<file path="src/rtl/spi_pkg.sv">
// Shared definitions for the SPI transfer sequencer: FSM encoding and byte constants.
package spi_pkg;

  localparam int C_BYTE_W = 8;
  localparam logic [C_BYTE_W-1:0] C_FILL_BYTE_DEF = 8'hFF;

  typedef enum logic [1:0] {
    IDLE  = 2'b00,
    WAIT  = 2'b01,
    STORE = 2'b11
  } xfer_state_t;

endpackage

</file>
<file path="src/rtl/spi_sync_fifo.sv">
// Synchronous byte FIFO, 2**AW entries, first-word-fall-through head, flush clears pointers.
module spi_sync_fifo
  import spi_pkg::*;
#(
  parameter int AW = 4
) (
  input  logic                Bus2IP_Clk,
  input  logic                Bus2IP_Reset,
  input  logic                flush,
  input  logic                push,
  input  logic [C_BYTE_W-1:0] din,
  input  logic                pop,
  output logic [C_BYTE_W-1:0] dout,
  output logic                full,
  output logic                empty
);

  localparam int DEPTH = 1 << AW;

  logic [C_BYTE_W-1:0] mem [DEPTH];
  logic [AW:0]         wr_ptr;
  logic [AW:0]         rd_ptr;
  logic                do_push;
  logic                do_pop;

  // Extra pointer bit distinguishes full from empty when the indices match.
  assign empty   = (wr_ptr == rd_ptr);
  assign full    = (wr_ptr[AW] != rd_ptr[AW]) && (wr_ptr[AW-1:0] == rd_ptr[AW-1:0]);
  assign do_push = push & ~full & ~flush;
  assign do_pop  = pop & ~empty & ~flush;
  assign dout    = mem[rd_ptr[AW-1:0]];

  always_ff @(posedge Bus2IP_Clk) begin
    if (Bus2IP_Reset || flush) begin
      wr_ptr <= '0;
      rd_ptr <= '0;
    end else begin
      if (do_push) wr_ptr <= wr_ptr + 1'b1;
      if (do_pop)  rd_ptr <= rd_ptr + 1'b1;
    end
  end

  always_ff @(posedge Bus2IP_Clk) begin
    if (do_push) mem[wr_ptr[AW-1:0]] <= din;
  end

endmodule

</file>
<file path="src/rtl/spi_xfer_sequencer.sv">
// Byte-stream front end for the SPI shifter: TX/RX FIFOs, fill-byte bursts and a
// one-in-flight start/done handshake with busy/done_irq reporting.
module spi_xfer_sequencer
  import spi_pkg::*;
#(
  parameter int                  C_FIFO_AW   = 4,
  parameter logic [C_BYTE_W-1:0] C_FILL_BYTE = C_FILL_BYTE_DEF,
  parameter int                  C_CNT_W     = 16
) (
  input  logic                Bus2IP_Clk,
  input  logic                Bus2IP_Reset,
  input  logic                tx_wr,
  input  logic [C_BYTE_W-1:0] tx_data,
  output logic                tx_full,
  input  logic                rx_rd,
  output logic [C_BYTE_W-1:0] rx_data,
  output logic                rx_empty,
  input  logic                rx_discard,
  input  logic                fill_load,
  input  logic [C_CNT_W-1:0]  fill_len,
  input  logic                flush,
  output logic                busy,
  output logic                done_irq,
  output logic                xfer_start,
  output logic [C_BYTE_W-1:0] xfer_tx,
  input  logic                xfer_busy,
  input  logic                xfer_done,
  input  logic [C_BYTE_W-1:0] xfer_rx
);

  xfer_state_t         state;
  xfer_state_t         state_nxt;
  logic [C_CNT_W-1:0]  fill_cnt;
  logic [C_BYTE_W-1:0] tx_head;
  logic                tx_empty;
  logic                tx_pop;
  logic                rx_full;
  logic                rx_push;
  logic                src_ok;
  logic                use_tx;
  logic                start;
  logic                busy_q;
  logic                irq_mask;

  spi_sync_fifo #(.AW(C_FIFO_AW)) u_tx_fifo (
    .Bus2IP_Clk   (Bus2IP_Clk),
    .Bus2IP_Reset (Bus2IP_Reset),
    .flush        (flush),
    .push         (tx_wr),
    .din          (tx_data),
    .pop          (tx_pop),
    .dout         (tx_head),
    .full         (tx_full),
    .empty        (tx_empty)
  );

  spi_sync_fifo #(.AW(C_FIFO_AW)) u_rx_fifo (
    .Bus2IP_Clk   (Bus2IP_Clk),
    .Bus2IP_Reset (Bus2IP_Reset),
    .flush        (flush),
    .push         (rx_push),
    .din          (xfer_rx),
    .pop          (rx_rd),
    .dout         (rx_data),
    .full         (rx_full),
    .empty        (rx_empty)
  );

  assign use_tx  = ~tx_empty;
  assign src_ok  = use_tx | (fill_cnt != '0);
  assign tx_pop  = start & use_tx;
  assign rx_push = (state == WAIT) & xfer_done & ~rx_discard;
  assign busy    = (state != IDLE) | ~tx_empty | (fill_cnt != '0);
  assign done_irq = busy_q & ~busy & ~irq_mask;

  // Starting only with RX space guarantees the completed byte always fits.
  always_comb begin
    state_nxt = state;
    start     = 1'b0;
    case (state)
      IDLE: begin
        if (~flush & ~xfer_busy & (rx_discard | ~rx_full) & src_ok) begin
          start     = 1'b1;
          state_nxt = WAIT;
        end
      end
      WAIT:    if (xfer_done) state_nxt = STORE;
      STORE:   state_nxt = IDLE;
      default: state_nxt = IDLE;
    endcase
  end

  always_ff @(posedge Bus2IP_Clk) begin
    if (Bus2IP_Reset) begin
      state      <= IDLE;
      xfer_start <= 1'b0;
      xfer_tx    <= '0;
      fill_cnt   <= '0;
      busy_q     <= 1'b0;
      irq_mask   <= 1'b0;
    end else begin
      state      <= state_nxt;
      xfer_start <= start;
      busy_q     <= busy;
      if (start) xfer_tx <= use_tx ? tx_head : C_FILL_BYTE;
      if (flush)                 fill_cnt <= '0;
      else if (fill_load)        fill_cnt <= fill_len;
      else if (start & ~use_tx)  fill_cnt <= fill_cnt - 1'b1;
      // A flush hides the busy fall it causes; fresh host work re-arms the interrupt.
      if (flush)                          irq_mask <= 1'b1;
      else if (tx_wr | fill_load | ~busy) irq_mask <= 1'b0;
    end
  end

endmodule

</file>
<file path="config.mk">
export PLATFORM = sky130hd
export DESIGN_NAME = spi_xfer_sequencer
export DESIGN_NICKNAME = d
export VERILOG_FILES = /design/src/rtl/spi_pkg.sv /design/src/rtl/spi_sync_fifo.sv /design/src/rtl/spi_xfer_sequencer.sv
export SDC_FILE = /design/constraint.sdc
export NUM_CORES = 1
export LEC_CHECK = 0
export BUFFER_PORTS_ARGS = -buffer_cell sky130_fd_sc_hd__buf_2
export CAP_MARGIN = 20
export CORE_ASPECT_RATIO = 0.75
export CORE_UTILIZATION = 50
export DETAILED_ROUTE_END_ITERATION = 10
export PLACE_DENSITY = 0.7
export SYNTH_ARGS = -nofsm -noshare
export SYNTH_HDL_FRONTEND = slang
export SYNTH_HIERARCHICAL = 1
export SYNTH_SLANG_ARGS = --single-unit
</file>
<file path="constraint.sdc">
create_clock -name Bus2IP_Clk -period 5.2 [get_ports Bus2IP_Clk]
set_clock_uncertainty 0.15 [all_clocks]
set_input_delay 1.04 -clock Bus2IP_Clk [delete_from_list [all_inputs] [get_ports Bus2IP_Clk]]
set_output_delay 1.04 -clock Bus2IP_Clk [all_outputs]
set_load 0.1 [all_outputs]
</file>
Yosys cells after proc, flatten, opt, wreduce, memory -nomap -nowiden. Memory sizes are Yosys's and may differ from the RTL's. A register that Yosys moved wholly into a read port is not among the register bits. Index checks and enable logic that the tools add are counted.

Add/sub/neg operators: 5. Bitwise operators: 32. Reductions and logical operators: 10. Eq/ne operators: 9. Multiplexer cells: 18.

Operators by type and width (number): 16-bit 2-to-1 mux (2); 5-bit by 1-bit adder with 5-bit output (second input constant) (4); 1-bit AND (17); 4-bit 2-to-1 mux (4); 16-bit nonzero test (1); 16-bit by 1-bit subtractor with 16-bit output (second input constant) (1); 5-bit equality test (2); 1-bit NOT (9); 4-bit equality test (2); 1-bit 2-to-1 mux (8); 8-bit 2-to-1 mux (1); 1-bit bitwise OR (6); 2-bit nonzero test (3); 2-bit 2-to-1 mux (2); 2-bit != test (second input constant) (2); 2-bit case mux with 2 select lines (1); 2-bit by 1-bit equality test with 1-bit output (second input constant) (1); 1-bit logical AND (2); 2-bit logical NOT (1); 1-bit != test (2); 2-bit AND reduction (1); 2-bit OR reduction (1); 1-bit logical OR (1).

Memory bits (writable): 256. Flip-flop bits (word level): 49. Output and inout port bits: 21. Input port bits: 41. Word-level logic and storage cells: 86. Memories: 2.

Memory list: u_rx_fifo.mem (words 16, width 8, rd ports 1, clocked after memory_dff 1, wr ports 1, RTL line spi_sync_fifo.sv:20) `logic [C_BYTE_W-1:0] mem [DEPTH];`; u_tx_fifo.mem (words 16, width 8, rd ports 1, clocked after memory_dff 1, wr ports 1, RTL line spi_sync_fifo.sv:20).

Logic depth before layout (Yosys ltp). Gate-level depths: netlist (run 1).

Word-level depth: 13. Depth in mapped cells: 11.

Hierarchy. Netlist (run 1), hierarchy kept.

By module, submodules not included: spi_sync_fifo (area an instance 5866.9 um^2, sequential area each 4124.0 um^2, cells an instance 290, instances 2); spi_xfer_sequencer (area an instance 1431.4 um^2, sequential area each 580.6 um^2, cells an instance 172, instances 1).

Worst setup path after synthesis (run 1). No wires, ideal clock.

Kind: flip-flop to output port. From: register u_tx_fifo.wr_ptr[3]. To: output port done_irq. Path slack: -981 ps. Path buffers: 1. Cell stages (with the launch flop): 9. Data arrival time: 4991 ps. Path through: dfxtp_1 -> buf_4 -> xnor2_1 -> nand4_1 -> nor2_1 -> nand2b_1 -> nor4_4 -> nand3_1 -> nor3b_1.

Word-level cells in the longest chain between the ends: 7.

RTL lines: from (decl) (RTL line spi_sync_fifo.sv:21) `logic [AW:0] wr_ptr;`; from (signal assigned) (RTL line spi_sync_fifo.sv:38) `if (do_push) wr_ptr <= wr_ptr + 1'b1;`; 5-bit equality test (RTL line spi_sync_fifo.sv:27) `assign empty = (wr_ptr == rd_ptr);`; named net tx_empty (RTL line spi_xfer_sequencer.sv:35) `logic tx_empty;`; 1-bit NOT (RTL line spi_xfer_sequencer.sv:73) `assign busy = (state != IDLE) | ~tx_empty | (fill_cnt != '0);`; 1-bit bitwise OR (2 in series) (RTL line spi_xfer_sequencer.sv:73); named net busy (RTL line spi_xfer_sequencer.sv:22) `output logic busy,`; 1-bit NOT (RTL line spi_xfer_sequencer.sv:74) `assign done_irq = busy_q & ~busy & ~irq_mask;`; 1-bit AND (2 in series) (RTL line spi_xfer_sequencer.sv:74); to (decl) (RTL line spi_xfer_sequencer.sv:23) `output logic done_irq,`.

The timed path passes the listed nets, and every way through them passes these cells.

Worst setup path in the final report (run 1).
From: register u_tx_fifo.wr_ptr[2]. To: output port done_irq.

Word-level cells in the longest chain between the ends: 7.

RTL lines (RTL line): 5-bit equality test (spi_sync_fifo.sv:27); named net tx_empty (spi_xfer_sequencer.sv:35); 1-bit NOT (spi_xfer_sequencer.sv:73); 1-bit bitwise OR (2 in series) (spi_xfer_sequencer.sv:73); 1-bit NOT (spi_xfer_sequencer.sv:74); 1-bit AND (2 in series) (spi_xfer_sequencer.sv:74).

The timed path passes the listed nets, and every way through them passes these cells.

==> flow_summary_export.csv, run 1 <==
group,metric,value,unit
cts,cts_tree,"built",
flow_run,maxCapViolCount,0,
grt,grt_pass1_wl,41200,microns
yosys,synth.area.top_cells,"edfxtp_1, mux4_1, dfxtp_1",
grt,groute.usage.overall,20.4,%
cts,cts-resized-gates,0,
yosys,synth_cell_types,51,
cts,cts_sinks,313,
place,dp.cells,1140,
critical_path,r2r_cells,8,
place,gp_congestion,0.801,
yosys,syn-num-nets,804,
timing,fin_crit_sh,87.7,%
cts,clk_latency,0.54,ns
critical_path,end_kind,"output port",
cells_and_area,layout_commonest_cell,"edfxtp_1",
cells_and_area,area_delta_synth_final,13.9,%
yosys,synth_async_sr_flop_share,0,%
critical_path,crit_required,4.01,ns
pwr,p_comb_share,4.9,%
timing,setup_tns,0,ns
cells_and_area,antenna_cells,0,
grt,grt_max_degree,33,
floorplan,die_w,189,microns
pwr,p_per_area,340,nW/um^2
critical_path,worstPathCellList,"xnor2_1 > nand4_1 > nor2_1 > nand2b_1 > nor4_4 > nand3_1 > nor3b_4 > buf_12",
status,status,"complete, no violations",
timing,hold_viol,0,
pwr,power_leakage,4.78,nW
detailed_routing,dr.pass1.iters,5,
critical_path,crit_fanout,15,
floorplan,die_h,143,microns
detailed_routing,wl_per_cell,22.5,microns
timing,slew_headroom,28.8,%
place,dp_hpwl,16900,microns
timing,setup_viol,0,
grt,grt_overflow,0,
min_path,hold_path_depth,2,
critical_path,r2r_slack,1.75,ns
cells_and_area,utilization,57.9,%
pwr,swShare,21.3,%
critical_path,slowest_stage,"dfxtp_1",
grt,antenna_found_initial,1,
detailed_routing,viasPerCell,5.96,
detailed_routing,drcViolationCount,0,
min_path,min_path_type,"reg -> reg",
detailed_routing,ant_nets,0,
pwr,switchingPower,0.00109,W
yosys,yosys_warnings,6,
floorplan,ioPinCount,62,
cts,htreeDepth,1,
cells_and_area,fill_cells,1966,
timing,fin_crit,4.56,ns
cts,clkTransAtPathRegs,0.07,ns
timing,tightest_slew,1.07,ns
cells_and_area,final_layout_size_suffix_gt1_share,23.2,%
place,io_buffers,61,
pwr,internal_power,0.00401,W
timing,fmax,219,MHz
yosys,ys_ff_latch,313,
min_path,hold_start,"fill_cnt[11]$_SDFFE_PP0P_",
cts,cts_setup_buffers,0,
min_path,min_to,"fill_cnt[11]$_SDFFE_PP0P_",
yosys,syn_avg_cell_area,17.5,sq um
cts,hold_buffers,0,
yosys,ys.flop_type,"edfxtp_1",
critical_path,crit_arrival,3.37,ns
floorplan,core,25900,sq um
yosys,synth_top_area_cell,"edfxtp_1",
pwr,clockPowerShare,41.4,%
yosys,synthCells,752,
yosys,synth_edf_count,256,
critical_path,worst_setup_path_start_kind,"register",
yosys,synth_top_cell_area_share,58.4,%
cells_and_area,nNetsFinal,882,
yosys,synthesis.area,13200,sq um
grt,grt_pass1_vias,6876,
cts,cts_root_buf,"clkbuf_16",
pwr,seqPwrFrac,53.7,%
detailed_routing,vias,7143,
critical_path,critPathMaxStageDelay,0.76,ns
cells_and_area,final_cell_mix,"edfxtp_1, buf_2, mux4_1",
detailed_routing,drt-initial-drc-count,668,
pwr,vdd_drop_max,0.246,mV
floorplan,die_area,27000,sq um
timing,finalMaxSlewViolations,0,
floorplan,initial_core_util,50.8,%
detailed_routing,wirelength,26900,microns
cts,clk_path_buf_depth,3,
yosys,ys_seq_area_share,67.1,%
critical_path,rr_endpoint,"fill_cnt[15]$_SDFFE_PP0P_",
critical_path,criticalPathCategory,"reg -> out",
critical_path,r2r_start,"u_tx_fifo/wr_ptr[2]$_SDFFE_PP0P_",
cts,cts_buffers,30,
cells_and_area,stdcell_count,1198,
timing,grt_setup_unrepaired,"no",
floorplan,num_rows,51,
-- per-layer routing --
| layer | vias to the layer above | share of wire, % | global-route usage [%] |
|---|---|---|---|
| li1 | 3265 | - | - |
| met1 | 3593 | 48 | 33.0 |
| met2 | 256 | 44 | 29.6 |
| met3 | 29 | 7.1 | 2.91 |
| met4 | 0 | 1.2 | 3.35 |
| met5 | - | 0 | 0 |
-- cell type report --
cell class	count	area, sq um	share of cell area [%]
Clock buffer	41	833	5.56
Clock inverter	15	134	0.893
Inverter	19	71.3	0.476
Multi-Input combinational cell	379	4180	27.8
Sequential cell	313	8830	58.9
Tap cell	344	430	2.87
Timing Repair Buffer	87	519	3.46
-- cell usage after synthesis (10+ instances only) --
| master | count |
|---|---|
| mux2i_1 | 16 |
| a21oi_1 | 10 |
| a211oi_1 | 12 |
| inv_1 | 19 |
| nor2_1 | 35 |
| nand4_1 | 12 |
| or3_1 | 12 |
| xnor2_1 | 18 |
| nor4_1 | 22 |
| mux4_1 | 56 |
| o21ai_0 | 22 |
| o211ai_1 | 16 |
| ha_1 | 11 |
| clkbuf_1 | 19 |
| nand2b_1 | 10 |
| nor3_1 | 17 |
| mux4_2 | 24 |
| edfxtp_1 | 256 |
| dfxtp_1 | 57 |
| nand2_1 | 27 |
-- state kept, by name, summed over array words and instances (netlist names), named ones only --
| name | count |
|---|---|
| xfer_tx | 8 |
| irq_mask | 1 |
| u_tx_fifo/rd_ptr | 5 |
| u_rx_fifo/mem | 128 |
| busy_q | 1 |
| fill_cnt | 16 |
| xfer_start | 1 |
| u_tx_fifo/wr_ptr | 5 |
| u_rx_fifo/wr_ptr | 5 |
| u_tx_fifo/mem | 128 |
| u_rx_fifo/rd_ptr | 5 |
| state | 2 |
-- power groups by stage --
stage          Sequential, W  Clock (W)  Combinational, W
2_1_floorplan        0.00283          0          0.000123
3_5_place_dp         0.00279          0          0.000248
3_3_place_gp         0.00279          0          0.000244
4_1_cts              0.00274    0.00216          0.000248
5_1_grt              0.00274    0.00226          0.000270
6_report             0.00274    0.00211          0.000249
-- critical path: cells and delay by family (launching register included) --
family        cells  cell delay [ns]
xor+xnor          1             0.22
flops             1             0.76
buf+inv           1             0.20
simple gates      6             1.64
-- cells by family after synthesis --
family          count (synthesis)  synth area share (%)
simple gates                  168                  7.13
flops                         313                  67.1
compound gates                 84                  4.56
buf+inv                        60                  2.38
mux                            96                  16.5
xor+xnor                       20                  1.33
fa+ha+maj                      11                  1.05
-- through the flow --
step           total power, W  setup slack [ns]  instance area (sq um)  hold WS [ns]
5_1_grt               0.00527             0.431                  15000         0.363
3_3_place_gp          0.00304              1.41                  14000         0.335
3_5_place_dp          0.00304              1.28                  14000         0.336
2_1_floorplan         0.00296             0.367                  13200         0.306
4_1_cts               0.00515             0.668                  15000         0.346
6_report              0.00510             0.641                  15000         0.343
-- worst max-delay path by stage --
| stage | to | from | slack (ns) | cells after the start |
|---|---|---|---|---|
| 2_1_floorplan | done_irq | u_tx_fifo/wr_ptr[3]$_SDFFE_PP0P_ | 0.37 | 8 |
| 3_3_place_gp | done_irq | u_tx_fifo/wr_ptr[2]$_SDFFE_PP0P_ | 1.41 | 8 |
| 3_5_place_dp | done_irq | u_tx_fifo/wr_ptr[2]$_SDFFE_PP0P_ | 1.28 | 8 |
| 4_1_cts | done_irq | u_tx_fifo/wr_ptr[2]$_SDFFE_PP0P_ | 0.67 | 8 |
| 5_1_grt | done_irq | u_tx_fifo/wr_ptr[2]$_SDFFE_PP0P_ | 0.43 | 8 |
| 6_report | done_irq | u_tx_fifo/wr_ptr[2]$_SDFFE_PP0P_ | 0.64 | 8 |
No activity file was read; power rests on OpenSTA's default activity.
==> run 2, diff against run 1 <==
--- a/config.mk
+++ b/config.mk
@@ -8,9 +8,9 @@
 export BUFFER_PORTS_ARGS = -buffer_cell sky130_fd_sc_hd__buf_2
 export CAP_MARGIN = 20
 export CORE_ASPECT_RATIO = 0.75
-export CORE_UTILIZATION = 50
+export CORE_UTILIZATION = 55
 export DETAILED_ROUTE_END_ITERATION = 10
-export PLACE_DENSITY = 0.7
+export PLACE_DENSITY = 0.78
 export SYNTH_ARGS = -nofsm -noshare
 export SYNTH_HDL_FRONTEND = slang
 export SYNTH_HIERARCHICAL = 1
==> constraint.sdc (replaced) <==
create_clock -name Bus2IP_Clk -period 4.1 [get_ports Bus2IP_Clk]
set_clock_uncertainty 0.15 [all_clocks]
set_input_delay 0.82 -clock Bus2IP_Clk [delete_from_list [all_inputs] [get_ports Bus2IP_Clk]]
set_output_delay 0.82 -clock Bus2IP_Clk [all_outputs]
set_load 0.1 [all_outputs]
==> flow_summary_export.csv, run 2 (synthesized netlist as in run 1, its figures left out) <==
group,metric,value,unit
timing,slew_headroom,34.2,%
detailed_routing,met3_length,1710,microns
place,gp_congestion,0.850,
grt,grt_pass1_wl,41100,microns
cts,cts_buffers,29,
grt,grt_max_degree,33,
cts,cts-resized-gates,0,
timing,fmax,253,MHz
critical_path,path_delay_family,"multiplexers",
critical_path,criticalPathCategory,"reg -> out",
detailed_routing,wl_per_cell,23.0,microns
critical_path,crit_fanout,20,
detailed_routing,vias,7264,
timing,grt_setup_unrepaired,"no",
critical_path,slowest_stage,"dfxtp_2",
timing,hold_viol,0,
cells_and_area,fill_cells,1549,
pwr,vdd_drop_max,0.349,mV
cells_and_area,layout_commonest_cell,"edfxtp_1",
cells_and_area,final_layout_size_suffix_gt1_share,22.5,%
detailed_routing,wirelength,26800,microns
floorplan,initial_core_util,56.6,%
floorplan,ioPinCount,62,
timing,fin_crit_sh,96.3,%
place,io_buffers,61,
floorplan,die_area,24600,sq um
min_path,min_path_type,"reg -> reg",
timing,tightest_slew,0.987,ns
cts,cts_setup_buffers,0,
cells_and_area,final_cell_mix,"edfxtp_1, buf_2, mux4_1",
critical_path,crit_required,3.13,ns
cts,cts_tree,"built",
cts,cts_sinks,313,
cells_and_area,area_delta_synth_final,13.1,%
critical_path,crit_arrival,2.98,ns
timing,fin_crit,3.95,ns
floorplan,num_rows,48,
grt,grt_overflow,0,
grt,grt_pass1_vias,6994,
critical_path,r2r_start,"u_tx_fifo/wr_ptr[2]$_SDFFE_PP0P_",
detailed_routing,route.met2.wl,12200,microns
detailed_routing,dr.pass1.iters,5,
status,status,"complete, no violations",
detailed_routing,drcViolationCount,0,
grt,groute.usage.overall,22.3,%
detailed_routing,viasPerCell,6.24,
timing,setup_tns,0,ns
detailed_routing,drt-initial-drc-count,728,
pwr,totalPowerFinal,0.00633,W
timing,finalMaxSlewViolations,0,
min_path,hold_start,"xfer_tx[0]$_SDFFE_PP0N_",
floorplan,die_w,181,microns
critical_path,worstPathCellList,"buf_4 > mux4_1 > mux4_2 > buf_2",
place,dp_hpwl,17600,microns
cts,clk_latency,0.55,ns
cells_and_area,nNetsFinal,896,
critical_path,critPathMaxStageDelay,0.73,ns
cells_and_area,antenna_cells,0,
critical_path,end_kind,"output port",
cts,cts_root_buf,"clkbuf_16",
critical_path,crit_buf_inv,2,
floorplan,core,23200,sq um
cts,clkTransAtPathRegs,0.06,ns
detailed_routing,drt-met1-wl,12500,microns
detailed_routing,ant_nets,0,
grt,antenna_found_initial,0,
cts,hold_buffers,0,
critical_path,worst_setup_path_start_kind,"register",
cts,clk_path_buf_depth,3,
timing,setup_viol,0,
pwr,p_per_area,425,nW/um^2
flow_run,maxCapViolCount,0,
pwr,power_leakage,4.82,nW
cts,htreeDepth,1,
detailed_routing,top_layer_used,"met4",
floorplan,die_h,136,microns
==> run 2: changes by cell type in the layout (fill, tap and decap cells not counted), moves of 8 or more <==
| cell | change |
|---|---|
| buf_4 | +16 |
| nor4_1 | +9 |
| nor4_2 | -9 |
| nor3_1 | +8 |
| nor3_2 | -8 |
==> run 2: worst min-delay path, delay by kind of cell (launching register included) <==
kind / cells / cell delay, ns
AO/OA/AOI/OAI: 1 / 0.05
AND/OR/NAND/NOR: 1 / 0.09
flip-flops: 1 / 0.31
==> run 2: cell type report <==
| class | count | area, sq um | share of cell area (%) |
|---|---|---|---|
| Clock buffer | 39 | 803 | 5.40 |
| Clock inverter | 12 | 86.3 | 0.580 |
| Inverter | 19 | 71.3 | 0.479 |
| Multi-Input combinational cell | 379 | 4090 | 27.5 |
| Sequential cell | 313 | 8830 | 59.3 |
| Tap cell | 300 | 375 | 2.52 |
| Timing Repair Buffer | 102 | 628 | 4.22 |
==> run 2: metrics by stage <==
step / worst slack, ns / hold slack, ns / cell area (sq um) / util, % / cells
global route: 0.0397 / 0.377 / 14900 / 64.1 / 1164
CTS: 0.113 / 0.349 / 14900 / 64.0 / 1163
finish: 0.151 / 0.344 / 14900 / 64.1 / 1164
detailed placement: 0.710 / 0.340 / 14000 / 60.2 / 1112
floorplan: 0.150 / 0.306 / 13200 / - / 752
global placement: 0.790 / 0.335 / 14000 / 60.2 / 1112
==> run 2: worst paths after layout <==
check / endpoint / slack, ns / depth (start not counted)
hold reg to reg: xfer_tx[0]$_SDFFE_PP0N_ / 0.34 / 2
hold / removal: xfer_tx[0]$_SDFFE_PP0N_ / 0.34 / 2
setup reg to reg: fill_cnt[15]$_SDFFE_PP0P_ / 0.83 / 8
setup / recovery: rx_data[4] / 0.15 / 4
==> run 2: metal layers <==
metal,vias to the layer above,global-route usage (%)
met5,-,0
met4,0,5.46
met3,41,3.38
met2,274,34.2
met1,3665,33.9
li1,3284,-
==> run 2: report_power, final <==
part	internal (W)	total, W	switching [W]
registers	0.00346	0.00347	0.0000159
clock network	0.00143	0.00253	0.00111
logic	0.0000915	0.000326	0.000235
==> run 3, diff against run 2 <==
--- a/config.mk
+++ b/config.mk
@@ -7,7 +7,6 @@
 export LEC_CHECK = 0
 export BUFFER_PORTS_ARGS = -buffer_cell sky130_fd_sc_hd__buf_2
 export CAP_MARGIN = 20
-export CORE_ASPECT_RATIO = 0.75
 export CORE_UTILIZATION = 55
 export DETAILED_ROUTE_END_ITERATION = 10
 export PLACE_DENSITY = 0.78
==> flow_summary_export.csv, run 3 (synthesized netlist as in run 1, its figures left out) <==
group,metric,value,unit
status,status,"complete, no violations",
cells_and_area,nNetsFinal,890,
cells_and_area,utilization,64.2,%
min_path,hold_start,"xfer_tx[2]$_SDFFE_PP0N_",
critical_path,crit_fanout,22,
cts,cts_sinks,313,
detailed_routing,vias,7240,
timing,finalMaxSlewViolations,0,
critical_path,crit_arrival,2.98,ns
cells_and_area,layout_commonest_cell,"edfxtp_1",
grt,grt_pass1_vias,7190,
cts,clk_latency,0.52,ns
cts,cts_tree,"built",
cells_and_area,antenna_cells,0,
cts,clkTransAtPathRegs,0.06,ns
grt,grt_pass1_wl,41100,microns
grt,antenna_found_initial,1,
cts,cts_setup_buffers,0,
timing,fmax,253,MHz
cells_and_area,area_delta_synth_final,14.5,%
grt,grt_overflow,0,
pwr,vdd_drop_max,0.445,mV
floorplan,ioPinCount,62,
cells_and_area,stdcell_count,1183,
cts,htreeDepth,2,
floorplan,num_rows,56,
place,gp_congestion,0.809,
timing,grt_setup_unrepaired,"no",
place,dp_hpwl,16700,microns
critical_path,criticalPathCategory,"reg -> out",
timing,fin_hold_ws,0.347,ns
critical_path,end_kind,"output port",
detailed_routing,drcViolationCount,0,
cts,hold_buffers,0,
floorplan,initial_core_util,56.1,%
pwr,power_leakage,4.87,nW
detailed_routing,drt-initial-drc-count,560,
cts,clk_path_buf_depth,3,
place,io_buffers,61,
timing,fin_crit,3.95,ns
floorplan,die_w,157,microns
floorplan,die_h,157,microns
critical_path,worstPathCellList,"buf_4 > mux4_1 > mux4_2 > buf_2",
critical_path,slowest_stage,"dfxtp_2",
cts,cts_root_buf,"clkbuf_16",
timing,hold_viol,0,
min_path,min_path_type,"reg -> reg",
timing,fin_crit_sh,96.3,%
place,pre_cts_slack,0.720,ns
cells_and_area,final_cell_mix,"edfxtp_1, buf_2, mux4_1",
detailed_routing,wl_per_cell,23.0,microns
timing,setup_tns,0,ns
cells_and_area,fill_cells,1552,
detailed_routing,ant_nets,0,
critical_path,crit_required,3.13,ns
critical_path,worst_setup_path_start_kind,"register",
grt,groute.usage.overall,22.9,%
pwr,p_per_area,450,nW/um^2
detailed_routing,dr.pass1.iters,5,
cts,cts_buffers,34,
cells_and_area,final_layout_size_suffix_gt1_share,23.8,%
detailed_routing,viasPerCell,6.12,
floorplan,core,23500,sq um
timing,slew_headroom,23.6,%
grt,grt_max_degree,33,
timing,tightest_slew,1.14,ns
critical_path,r2r_start,"u_tx_fifo/wr_ptr[2]$_SDFFE_PP0P_",
cts,cts-resized-gates,0,
timing,setup_viol,0,
critical_path,critPathMaxStageDelay,0.74,ns
flow_run,maxCapViolCount,0,
place,dp.cells,1121,
detailed_routing,wirelength,27300,microns
timing,setup_slack,0.151,ns
floorplan,die_area,24600,sq um
==> run 3: cell count changes in the layout (fill, tap and decap cells not counted), sizes merged <==
cell,delta
buf,-11
bufinv,+2
clkbuf,+1
clkinv,+5
clkinvlp,+1
inv,+2
==> run 3: final timing paths <==
kind	end	slack, ns	cells after the start
setup reg to reg	fill_cnt[15]$_SDFFE_PP0P_	0.84	8
hold reg to reg	xfer_tx[2]$_SDFFE_PP0N_	0.35	2
setup / recovery	rx_data[4]	0.15	4
hold / removal	xfer_tx[2]$_SDFFE_PP0N_	0.35	2
==> run 3: metal layers <==
metal	GRT usage, %	vias to the layer above	part of all wire [%]
met4	9.15	2	2.9
li1	-	3281	-
met1	29.8	3669	41
met5	0	-	0.044
met3	3.93	58	5.4
met2	38.5	230	51
==> run 3: final cells by class <==
| cell class | instances | area [sq um] | share of cell area, % |
|---|---|---|---|
| clock buffer | 40 | 883 | 5.86 |
| clock inverter | 22 | 215 | 1.43 |
| inverter | 19 | 71.3 | 0.473 |
| multi-input combinational | 379 | 4130 | 27.4 |
| sequential | 313 | 8830 | 58.6 |
| tap | 319 | 399 | 2.65 |
| timing repair buffer | 91 | 546 | 3.62 |
==> run 3: critical path: cells and delay by family (launching register included) <==
kind	cells	cell delay [ns]
buf+inv	2	0.62
flops	1	0.74
mux	2	1.08
==> run 3: power by group <==
part	switching (W)	leakage, nW	internal (W)	total, W
sequential	0.0000166	2.77	0.00346	0.00347
combinational	0.000232	1.56	0.0000896	0.000322
clock	0.00124	0.537	0.00175	0.00299
==> run 3: per-stage QoR <==
stage / area, sq um / total power, W
6_report: 15100 / 0.00679
3_3_place_gp: 14000 / 0.00385
5_1_grt: 15100 / 0.00698
4_1_cts: 15100 / 0.00683
2_1_floorplan: 13200 / 0.00375
3_5_place_dp: 14000 / 0.00386
